`src/rtl/r_prefetch.sv`:
```
// Read-side prefetch stage: converts the FIFO read port (rinc/rempty, rdata one
// cycle later) into a first-word-fall-through valid/ready stream. Two buffer
// entries plus an in-flight read let it sustain one word per cycle.
module r_prefetch #(
  parameter int unsigned DATASIZE = 8
) (
  input  logic                rclk,
  input  logic                rrst,
  input  logic                rempty,
  output logic                rinc,
  input  logic [DATASIZE-1:0] rdata,
  output logic [DATASIZE-1:0] dout,
  output logic                dout_valid,
  input  logic                dout_ready,
  output logic [1:0]          level
);

  typedef enum logic [1:0] {
    StEmpty = 2'd0,
    StOne   = 2'd1,
    StTwo   = 2'd2
  } occ_e;

  occ_e                occ_q, occ_d;
  logic                inflight_q, inflight_d;
  logic [DATASIZE-1:0] head_q, head_d;
  logic [DATASIZE-1:0] tail_q, tail_d;

  logic       pop;
  logic       push;
  logic       issue;
  logic [1:0] used;

  // Read credit, buffer occupancy and entry updates.
  always_comb begin
    dout_valid = (occ_q != StEmpty);
    pop        = dout_valid & dout_ready;
    push       = inflight_q;
    // Slots committed after this cycle's pop; pop implies occ >= 1, so no underflow.
    used       = 2'(occ_q) + 2'(inflight_q) - 2'(pop);
    rinc       = !rrst && !rempty && (used < 2'd2);
    issue      = rinc & !rempty;

    occ_d      = occ_q;
    head_d     = head_q;
    tail_d     = tail_q;
    inflight_d = issue;

    unique case (occ_q)
      StEmpty: begin
        if (push) begin
          head_d = rdata;
          occ_d  = StOne;
        end
      end
      StOne: begin
        if (push && pop) begin
          head_d = rdata;
        end else if (push) begin
          tail_d = rdata;
          occ_d  = StTwo;
        end else if (pop) begin
          occ_d = StEmpty;
        end
      end
      StTwo: begin
        if (pop) begin
          head_d = tail_q;
          if (push) begin
            tail_d = rdata;
            occ_d  = StTwo;
          end else begin
            occ_d = StOne;
          end
        end
      end
      default: occ_d = StEmpty;
    endcase
  end

  // State registers with synchronous reset; reset also drops any in-flight word.
  always_ff @(posedge rclk) begin
    if (rrst) begin
      occ_q      <= StEmpty;
      inflight_q <= 1'b0;
      head_q     <= '0;
      tail_q     <= '0;
    end else begin
      occ_q      <= occ_d;
      inflight_q <= inflight_d;
      head_q     <= head_d;
      tail_q     <= tail_d;
    end
  end

  assign dout  = head_q;
  assign level = occ_q;

endmodule

```
`config.mk`:
```
export PLATFORM = sky130hd
export DESIGN_NAME = r_prefetch
export DESIGN_NICKNAME = d
export VERILOG_FILES = /design/src/rtl/r_prefetch.sv
export SDC_FILE = /design/constraint.sdc
export NUM_CORES = 1
export LEC_CHECK = 0
export ABC_CLOCK_PERIOD_IN_PS = 5700
export CORE_MARGIN = 2
export CORE_UTILIZATION = 50
export DETAILED_ROUTE_END_ITERATION = 8
export PLACE_DENSITY = 0.85
export SYNTH_ARGS = -nofsm -noshare
export SYNTH_HDL_FRONTEND = slang
export SYNTH_SLANG_ARGS = --single-unit
```
`constraint.sdc`:
```
create_clock -name rclk -period 5.7 [get_ports rclk]
set_input_delay 1.14 -clock rclk [delete_from_list [all_inputs] [get_ports rclk]]
set_output_delay 1.14 -clock rclk [all_outputs]
set_load 0.02 [all_outputs]
```
==> qor.yml <==
status:
  status: "finished, final reports clean"
timing:
  slew-limit-headroom: 0.5083
  finalClockSkew_ns: 0.004900
  hold_viol_final: 0
  finalSetupViolations: 0
  final.setup.tns_ns: 0
  fin_crit_sh: 0.8225
  period_minus_slack_ns: 4.688
  whs_ns: 0.5075
  max_freq_ghz: 0.2133
  slew_violations: 0
  rsz0062_at_grt: "no"
  max_slew.worst_pin.slew_ns: 0.7352
floorplan:
  die_h_um: 47.30
  dieArea_um2: 2237
  rows: 15
  core_um2: 1745
  die_w_um: 47.30
  start_util: 0.5369
  io_pins: 24
clocking:
  htree_levels: 1
  postCtsSetupBuffers: 0
  cts_hold_buf: 0
  cts_tree: "built"
  cts_root_buf: "clkbuf_4"
  ctsResizeCount: 0
  worstSkewPairLatency_ns: 0.29
  clk_pin_slew_ns: 0.10
  clock_path_buffers: 2
  numCtsBuffers: 3
  clock_sinks: 19
layout:
  multi_input_area_um2: 503.0
  n_antenna_cell: 0
  layout-drive-gt1-share: 0.07965
  fin_nets: 127
  fillers: 160
  synthToLayoutAreaGrowth_pct: 25.37
  seq_area_um2: 380.4
synthesis:
  ys_types: 29
  yosysWarnings: 0
  synthArstFlopShare: 0
  synthCells: 93
  synth_area_um2: 937.1
  synth_ff_type: "dfxtp_1"
  avgSynthCellArea_um2: 10.08
  synth_edf_count: 0
  syn-num-nets: 106
  ys_seq_area_frac: 0.4059
  synth_seq_cells: 19
hold_path:
  hold_class: "flip-flop to flip-flop"
  hold_depth: 2
  holdCritStartpoint: "dout[5]$_SDFFE_PP0P_"
  hold_end: "dout[5]$_SDFFE_PP0P_"
worst_setup_path:
  r2r_start: "level[0]$_SDFFE_PP0P_"
  crit_type: "input pin to primary output"
  crit_top_cell: "clkdlybuf4s50_1"
  slowest_stage: "clkdlybuf4s50_1"
  cp_data_required_time_ns: 4.56
  worstSetupEndpointType: "primary output"
  worstPathMaxFanout: 9
  critPathBufInv: 2
  rr_endpoint: "inflight_q$_SDFF_PP0_"
  crit_chain: "clkdlybuf4s50_1 > nand2_1 > ha_1 > xor2_1 > o21ai_1 > a2111oi_2 > clkdlybuf4s50_1"
  reg2regPathDepth: 6
  cpPeakStageDelay_ns: 0.68
  critical-path-top-delay-family: "buffers and inverters"
  rrSetupSlack_ns: 3.69
  arrival_ns: 3.55
  start_kind: "input pin"
route:
  initialDrtViolationCount: 6
  wire_per_inst_um: 13.31
  drc_errors: 0
  drt_wl_total_mm: 1.837
  ant_nets: 0
  drt-vias-per-instance: 5.493
  firstDrtPassIters: 4
  vias: 758
placed_design:
  dp_hpwl_mm: 1.314
  gp_congestion: 0.7281
  portBuffers: 23
global_routing:
  grt_max_degree: 21
  grt_pass1_wl_mm: 3.015
  grtUsageTotal: 0.1903
  antenna_found_initial: 0
  grt_overflow: 0
  grt_pass1_vias: 728
power:
  p_per_area_nw_per_um2: 239.9
  leakage_nw: 0.5224
  ir_worst_vdd_mv: 0.1562
flow_run:
  drv_cap: 0
[layout by cell type (no fill, tap or decap)]
cell type and n:
a2111oi_2 2, or2_2 1, nand3_1 1, and3b_1 1, nor3b_1 1, dfxtp_1 19
inv_1 1, o21ai_4 1, o21ai_1 1, nor2_1 18, o21ai_0 1, mux2i_1 17
nor2b_1 1, mux2_2 1, xor2_1 1, a21oi_1 1, nand2b_1 2, o2bb2ai_4 1
nand2_1 2, o22a_1 1, a211oi_1 8, and2b_1 1, clkbuf_4 3, nand4_1 1
clkbuf_1 1, clkdlybuf4s50_1 23, ha_1 1, a22oi_1 1
[metal layers]
layer  track usage  vias up  part of all wire
met4       0.03333        0            0.0093
met5             0        -                 0
li1              -      371                 -
met2        0.3541       20              0.54
met3       0.05769        6             0.050
met1        0.2130      361              0.40
[state kept, by name (all words and copies together) (netlist names)]
| register | count |
|---|---|
| dout | 8 |
| tail_q | 8 |
| level | 2 |
| inflight_q | 1 |
[per-stage QoR]
step,cells,util,setup slack [ns],area [um^2],power [W]
6_report,138,0.6731,1.012,1175,0.0002818
5_1_grt,138,0.6731,0.8695,1175,0.0002947
4_1_cts,138,0.6731,0.9877,1175,0.0002839
3_5_place_dp,134,0.6581,0.9883,1149,0.0002189
3_3_place_gp,134,0.6581,1.062,1149,0.0002167
2_1_floorplan,93,-,2.031,937.1,0.0001921
[synthesized netlist by cell type (2+ instances only)]
| cell | count | area share |
|---|---|---|
| a211oi_1 | 8 | 0.064 |
| mux2i_1 | 17 | 0.18 |
| a2111oi_2 | 2 | 0.032 |
| nor2_1 | 18 | 0.072 |
| nand2b_1 | 2 | 0.013 |
| clkbuf_1 | 2 | 0.0080 |
| nand2_1 | 2 | 0.0080 |
| buf_4 | 2 | 0.016 |
| dfxtp_1 | 19 | 0.41 |
| buf_6 | 2 | 0.024 |
[cell families (layout without fill, tap and decap cells)]
| group | after synthesis | in the layout | synth area share |
|---|---|---|---|
| and+or+nand+nor | 29 | 29 | 0.1442 |
| DFF | 19 | 19 | 0.4059 |
| muxes | 18 | 18 | 0.1936 |
| AOI/OAI and AO/OA | 17 | 17 | 0.1762 |
| buffers and inverters | 8 | 28 | 0.05740 |
| adders and majority gates | 1 | 1 | 0.01335 |
| xor gates and xnor gates | 1 | 1 | 0.009348 |
[final cells by class]
type / instances / area share
Multi-Input combinational cell: 66 / 0.4281
Sequential cell: 19 / 0.3237
Timing Repair Buffer: 23 / 0.1960
Tap cell: 25 / 0.02662
Clock buffer: 4 / 0.02236
Inverter: 1 / 0.003195
[worst min-delay path, cell delays in order (launching register included)]
cell	delay, ns
dfxtp_1	0.32
nor2_1	0.10
a211oi_1	0.05
[report_power, final]
group	switching [W]	internal [W]	leakage, nW
sequential	0.00000705	0.000141	0.155
clock	0.0000386	0.0000272	0.0150
combinational	0.0000343	0.0000339	0.352
total	0.0000800	0.000202	0.522
[worst max-delay path by stage]
stage	cells past startpoint	startpoint	endpoint
after floorplan	6	dout_ready	rinc
after global placement	7	dout_ready	rinc
after detailed placement	7	dout_ready	rinc
after CTS	7	dout_ready	rinc
after global routing	7	dout_ready	rinc
final	7	dout_ready	rinc
Note: power is estimated with default switching activity, not from simulation.
